**src/rtl/ps2_pkg.sv**
```systemverilog
// rtl/ps2_pkg.sv - shared constants and helpers for the PS/2 keyboard receiver
package ps2_pkg;

    typedef logic [1:0] ps2_state_t;

    localparam ps2_state_t ST_IDLE   = 2'd0;
    localparam ps2_state_t ST_DATA   = 2'd1;
    localparam ps2_state_t ST_PARITY = 2'd2;
    localparam ps2_state_t ST_STOP   = 2'd3;

    localparam logic [7:0] PS2_PFX_EXT   = 8'hE0;
    localparam logic [7:0] PS2_PFX_BRK   = 8'hF0;
    localparam logic [7:0] PS2_KEY_SPACE = 8'h29;
    localparam logic [7:0] PS2_KEY_ESC   = 8'h76;
    localparam logic [7:0] PS2_KEY_ENTER = 8'h5A;

    // A PS/2 frame carries odd parity over the data byte plus the parity bit.
    function automatic logic odd_parity_ok(input logic [7:0] data, input logic par);
        return ^{data, par};
    endfunction

endpackage

```
**src/rtl/ps2_line_filter.sv**
```systemverilog
// rtl/ps2_line_filter.sv - 2-FF synchronizer, run-length glitch filter and fall pulse for one PS/2 pin
module ps2_line_filter #(
    parameter int FILTER_LEN = 8
) (
    input  logic clk_pixel,
    input  logic resetn,
    input  logic pin,
    output logic sync,
    output logic level,
    output logic fall
);

    localparam int CW = (FILTER_LEN > 1) ? $clog2(FILTER_LEN) : 1;

    logic          meta;
    logic [CW-1:0] run_cnt;

    // The bus idles high, so the pipeline resets high to avoid a phantom fall.
    always_ff @(posedge clk_pixel or negedge resetn) begin
        if (!resetn) begin
            meta    <= 1'b1;
            sync    <= 1'b1;
            level   <= 1'b1;
            run_cnt <= '0;
            fall    <= 1'b0;
        end else begin
            meta <= pin;
            sync <= meta;
            fall <= 1'b0;
            if (sync == level) begin
                run_cnt <= '0;
            end else if (run_cnt == CW'(FILTER_LEN - 1)) begin
                level   <= sync;
                run_cnt <= '0;
                fall    <= level;
            end else begin
                run_cnt <= run_cnt + 1'b1;
            end
        end
    end

endmodule

```
**src/rtl/ps2_key_rx.sv**
```systemverilog
// rtl/ps2_key_rx.sv - receive-only PS/2 set-2 keyboard decoder with flap/reset key level flags
module ps2_key_rx
    import ps2_pkg::*;
#(
    parameter int         CLK_HZ     = 25_200_000,
    parameter int         FILTER_LEN = 8,
    parameter int         TIMEOUT_US = 2000,
    parameter logic [7:0] FLAP_CODE  = PS2_KEY_SPACE,
    parameter logic [7:0] RESET_CODE = PS2_KEY_ESC
) (
    input  logic       clk_pixel,
    input  logic       resetn,
    input  logic       ps2_clk,
    input  logic       ps2_dat,
    output logic [7:0] scan_code,
    output logic       scan_valid,
    output logic       scan_break,
    output logic       scan_ext,
    output logic       frame_err,
    output logic       flap_held,
    output logic       reset_held
);

    localparam int         TIMEOUT_CYC = CLK_HZ / 1000 * TIMEOUT_US / 1000;
    localparam logic [15:0] TMO_LAST   = 16'(TIMEOUT_CYC - 1);

    logic clk_fall;
    logic clk_sync_unused;
    logic clk_level_unused;
    logic dat_sync;
    logic dat_level_unused;
    logic dat_fall_unused;

    ps2_line_filter #(.FILTER_LEN(FILTER_LEN)) u_clk_filter (
        .clk_pixel (clk_pixel),
        .resetn    (resetn),
        .pin       (ps2_clk),
        .sync      (clk_sync_unused),
        .level     (clk_level_unused),
        .fall      (clk_fall)
    );

    ps2_line_filter #(.FILTER_LEN(1)) u_dat_sync (
        .clk_pixel (clk_pixel),
        .resetn    (resetn),
        .pin       (ps2_dat),
        .sync      (dat_sync),
        .level     (dat_level_unused),
        .fall      (dat_fall_unused)
    );

    ps2_state_t  state;
    logic [2:0]  bit_cnt;
    logic [7:0]  shreg;
    logic        par_bit;
    logic [15:0] tmo_cnt;
    logic        ext_flag;
    logic        brk_flag;

    logic frame_good;
    logic is_pfx_ext;
    logic is_pfx_brk;

    always_comb begin
        frame_good = dat_sync && odd_parity_ok(shreg, par_bit);
        is_pfx_ext = (shreg == PS2_PFX_EXT);
        is_pfx_brk = (shreg == PS2_PFX_BRK);
    end

    always_ff @(posedge clk_pixel or negedge resetn) begin
        if (!resetn) begin
            state      <= ST_IDLE;
            bit_cnt    <= '0;
            shreg      <= '0;
            par_bit    <= 1'b0;
            tmo_cnt    <= '0;
            ext_flag   <= 1'b0;
            brk_flag   <= 1'b0;
            scan_code  <= '0;
            scan_valid <= 1'b0;
            scan_break <= 1'b0;
            scan_ext   <= 1'b0;
            frame_err  <= 1'b0;
            flap_held  <= 1'b0;
            reset_held <= 1'b0;
        end else begin
            scan_valid <= 1'b0;
            frame_err  <= 1'b0;
            if (clk_fall) begin
                // A fall always beats a coincident timeout: the counter restarts here.
                tmo_cnt <= '0;
                case (state)
                    ST_IDLE: begin
                        if (!dat_sync) begin
                            state   <= ST_DATA;
                            bit_cnt <= '0;
                        end else begin
                            frame_err <= 1'b1;
                        end
                    end
                    ST_DATA: begin
                        shreg   <= {dat_sync, shreg[7:1]};
                        bit_cnt <= bit_cnt + 3'd1;
                        if (bit_cnt == 3'd7) begin
                            state <= ST_PARITY;
                        end
                    end
                    ST_PARITY: begin
                        par_bit <= dat_sync;
                        state   <= ST_STOP;
                    end
                    ST_STOP: begin
                        state <= ST_IDLE;
                        if (!frame_good) begin
                            frame_err <= 1'b1;
                            ext_flag  <= 1'b0;
                            brk_flag  <= 1'b0;
                        end else if (is_pfx_ext) begin
                            ext_flag <= 1'b1;
                        end else if (is_pfx_brk) begin
                            brk_flag <= 1'b1;
                        end else begin
                            scan_valid <= 1'b1;
                            scan_code  <= shreg;
                            scan_break <= brk_flag;
                            scan_ext   <= ext_flag;
                            ext_flag   <= 1'b0;
                            brk_flag   <= 1'b0;
                            // Extended keys share base codes with the tracked keys; ignore them.
                            if (!ext_flag) begin
                                if (shreg == FLAP_CODE) begin
                                    flap_held <= ~brk_flag;
                                end
                                if (shreg == RESET_CODE) begin
                                    reset_held <= ~brk_flag;
                                end
                            end
                        end
                    end
                    default: state <= ST_IDLE;
                endcase
            end else if (state == ST_IDLE) begin
                tmo_cnt <= '0;
            end else if (tmo_cnt == TMO_LAST) begin
                state     <= ST_IDLE;
                tmo_cnt   <= '0;
                frame_err <= 1'b1;
                ext_flag  <= 1'b0;
                brk_flag  <= 1'b0;
            end else begin
                tmo_cnt <= tmo_cnt + 16'd1;
            end
        end
    end

endmodule

```
**config.mk**
```make
export PLATFORM = sky130hd
export DESIGN_NAME = ps2_key_rx
export DESIGN_NICKNAME = d
export VERILOG_FILES = /design/src/rtl/ps2_pkg.sv /design/src/rtl/ps2_line_filter.sv /design/src/rtl/ps2_key_rx.sv
export SDC_FILE = /design/constraint.sdc
export NUM_CORES = 1
export LEC_CHECK = 0
export CAP_MARGIN = 20
export CORE_UTILIZATION = 45
export CTS_BUF_LIST = sky130_fd_sc_hd__clkbuf_2
export DETAILED_ROUTE_END_ITERATION = 7
export MAX_ROUTING_LAYER = met4
export RECOVER_POWER = 50
export SYNTH_ARGS = -nofsm -noshare
export SYNTH_HDL_FRONTEND = slang
export SYNTH_SLANG_ARGS = --single-unit
```
**constraint.sdc**
```tcl
create_clock -name clk_pixel -period 4.1 [get_ports clk_pixel]
set_input_delay 0.82 -clock clk_pixel [delete_from_list [all_inputs] [get_ports clk_pixel]]
set_output_delay 0.82 -clock clk_pixel [all_outputs]
set_load 0.005 [all_outputs]
```
==> summary.md <==
| Metric | Value |
|---|---|
| Fin. Hold Viols | `0` |
| Arr. time, crit path | `2.98 ns` |
| Status | `complete, but fails checks` |
| Layout cell share with drive strength beyond 1 | `0.140` |
| Final net count | `255` |
| Fillers | `490` |
| Mapped Nets | `~240` |
| Post-CTS Resized | `0` |
| Startpoint class of the critical path | `input port` |
| Initial Util | `0.482` |
| CP required | `between 4 and 5 ns` |
| Postcts setup bufs | `0` |
| Violated checks | `max-capacitance violations, max-slew violations` |
| Gate Count Post-Synth | `223` |
| Placed Area | `2770 um2` |
| Die H | `about 77 um` |
| F_max | `between 300 and 400 MHz` |
| Post-synthesis sequential area ratio | `0.544` |
| Die W | `about 77 um` |
| Initial drt markers | `129` |
| Max IR drop VDD | `approximately 0.19 mV` |
| Synth Warn # | `0` |
| Critical Setup Path Class | `in -> async` |
| Post-synthesis cell area | `about 2500 um2` |
| First-pass GRT wire length | `approximately 7200 um` |
| Main synth FF type | `dfrtp_1` |
| Initial antenna violation count | `0` |
| Syn_area_per_cell | `around 11 um2` |
| Share of synthesized registers carrying an async set or reset | `1.00` |
| CP top delay family | `buffers and inverters` |
| Total track usage | `0.160` |
| I/O Buffers | `17` |
| Yosys reg bits | `55` |
| RR Startpoint | `shreg[3]` |
| Die area | `5950 um2` |
| Crit path from | `resetn` |
| Latest clock arrival within the worst-skew pair | `between 0.4 and 0.5 ns` |
| TritonCTS clock tree | `yes` |
| Cts-stage hold buffer count | `0` |
| H-Tree Depth | `2` |
| Clk slew on worst S/H paths | `0.23 ns` |
| Vias in the first global route | `1487` |
| Overflow after GRT | `0` |
| Cell Rows | `26` |
| Largest net degree at the start of global routing | `35` |
| # clock sinks | `55` |
| # diodes | `0` |
| Slowest CP cell | `clkbuf_1` |
| Placer Congestion | `0.807` |
| P_leak | `~1.3 nW` |
| Unrepaired setup endpoints after global routing | `false` |
| Hold Crit Class | `reg -> reg` |
| Clock skew | `approximately 0.02 ns` |
| Total clock buffers created by CTS | `5` |
| Unique masters post-synth | `33` |
| Hold_sp | `u_clk_filter.meta` |
| Boundary Pins | `18` |
| DP HPWL | `~3000 um` |
| Max clock buf depth | `2` |
| Final setup viols | `0` |
| Core area | `between 5000 and 6000 um2` |
| First-pass DRT Iterations | `4` |
| Post-synth EDFFs | `0` |
| Drt drc | `0` |
| Slowest stage delay, CP | `1.32 ns` |
| Slew headroom | `-0.155` |
| WP buf/inv | `2` |
| Final period utilization | `0.665` |
| Layout area overhead | `10.3%` |
| Antenna-violating nets left | `0` |
| Total Routed Length | `roughly 4300 um` |
| Clock period minus worst slack | `about 2.7 ns` |
| Fin Setup TNS | `0 ns` |
| Slew Viols, Final | `35` |
| Post-DR wirelength/cell | `around 14 um` |
| Worst-path cell chain | `clkbuf_1 -> clkbuf_1` |
| Root Buffer | `clkbuf_2` |
| Pwr Density | `approximately 290 nW/um2` |
| Via density | `~5.2` |
| Endpoint class of the critical path | `async pin` |
| Worst-Margin Slew | `about 1.7 ns` |
| Max-Cap Viols | `1` |
| Maximum fanout along the worst path | `34` |
| Total chip power | `~0.00082 W` |
| Final instance area | `approximately 2800 um2` |
| Vias | `1609` |
| Critical path's most frequent cell | `clkbuf_1` |
## power by group
part / switching [W] / internal (W) / leakage (nW) / total [W]
sequential: 0.00000930 / 0.000566 / 0.749 / 0.000575
combinational: 0.0000257 / 0.0000191 / 0.494 / 0.0000448
clock: 0.000156 / 0.0000466 / 0.0330 / 0.000203
## cells in the final DEF, fill, tap and decap left out, types with 3 or more instances in the layout
cell type and n:
nand3_1 5, and3_1 4, nand2_1 17, xor2_1 12, clkdlybuf4s50_1 14, inv_1 9
a22o_1 3, mux2_2 18, nor2_1 23, xnor2_1 9, and2_1 3, dfstp_2 5
nor3_1 4, nor3b_1 3, a21oi_1 6, clkbuf_2 7, nand4_1 10, dfrtp_1 50
ha_1 10, o21ai_0 6
## registers in the layout (all words and copies together) (netlist names)
name and count:
u_clk_filter.fall 1, bit_cnt 3, shreg 8, ext_flag 1, state 2, u_clk_filter.sync 1
frame_err 1, u_clk_filter.run_cnt 3, scan_code 8, u_dat_sync.meta 1, flap_held 1, brk_flag 1
u_clk_filter.level 1, u_dat_sync.sync 1, scan_break 1, scan_ext 1, reset_held 1, u_clk_filter.meta 1
tmo_cnt 16, scan_valid 1, par_bit 1
## synthesized netlist by cell type (4+ instances only)
| cell | instances | area (um2) |
|---|---|---|
| a21oi_1 | 6 | 30.0 |
| and3_1 | 4 | 25.0 |
| clkbuf_1 | 6 | 22.5 |
| dfrtp_1 | 50 | 1250 |
| dfstp_2 | 5 | 131 |
| ha_1 | 10 | 125 |
| inv_1 | 9 | 33.8 |
| mux2_2 | 18 | 203 |
| nand2_1 | 17 | 63.8 |
| nand3_1 | 5 | 25.0 |
| nand4_1 | 10 | 62.6 |
| nor2_1 | 23 | 86.3 |
| nor3_1 | 4 | 20.0 |
| o21ai_0 | 6 | 30.0 |
| xnor2_1 | 9 | 78.8 |
| xor2_1 | 12 | 105 |
## logic make-up (layout without fill, tap and decap cells)
family          after synthesis  count (layout)  synth area share
simple gates                 83              83             0.171
flops                        55              55             0.544
fa+ha+maj                    10              10            0.0493
xor+xnor                     22              22            0.0818
mux                          20              20            0.0877
compound gates               17              17            0.0394
buf+inv                      16              35            0.0266
## worst paths after layout
check	slack, ns	end	depth (start not counted)
worst max-delay path	1.38	scan_break	2
min in group asynchronous	0.56	state[0]	1
worst min register to register	0.38	u_clk_filter.sync	0
worst max register to register	1.55	scan_break	5
max in group clk_pixel	1.55	scan_break	5
worst min-delay path	0.38	u_clk_filter.sync	0
## metal layers
metal / up-vias / global-route usage / share of wire
li1: 808 / - / -
met5: - / - / 0
met1: 772 / 0.235 / 0.52
met2: 27 / 0.218 / 0.45
met4: 0 / 0.0566 / 0.0065
met3: 2 / 0.0321 / 0.028
## area by class of cell
cell class / count / area [um2] / area share
sequential: 55 / 1380 / 0.494
multi-input combinational: 152 / 1090 / 0.389
timing repair buffer: 18 / 168 / 0.0598
tap: 70 / 87.6 / 0.0313
clock buffer: 7 / 35.0 / 0.0125
inverter: 9 / 33.8 / 0.0121
clock inverter: 1 / 5.00 / 0.00179
## stage by stage
| step | instances | hold slack (ns) | util | worst slack [ns] |
|---|---|---|---|---|
| 3_5_place_dp | 304 | 0.350 | 0.525 | 1.53 |
| 2_1_floorplan | 223 | 0.345 | - | 2.07 |
| 4_1_cts | 312 | 0.300 | 0.533 | 1.50 |
| 3_3_place_gp | 304 | 0.347 | 0.525 | 1.56 |
| 6_report | 312 | 0.375 | 0.532 | 1.38 |
| 5_1_grt | 312 | 0.380 | 0.532 | 0.771 |
No activity file was read; power rests on OpenSTA's default activity.
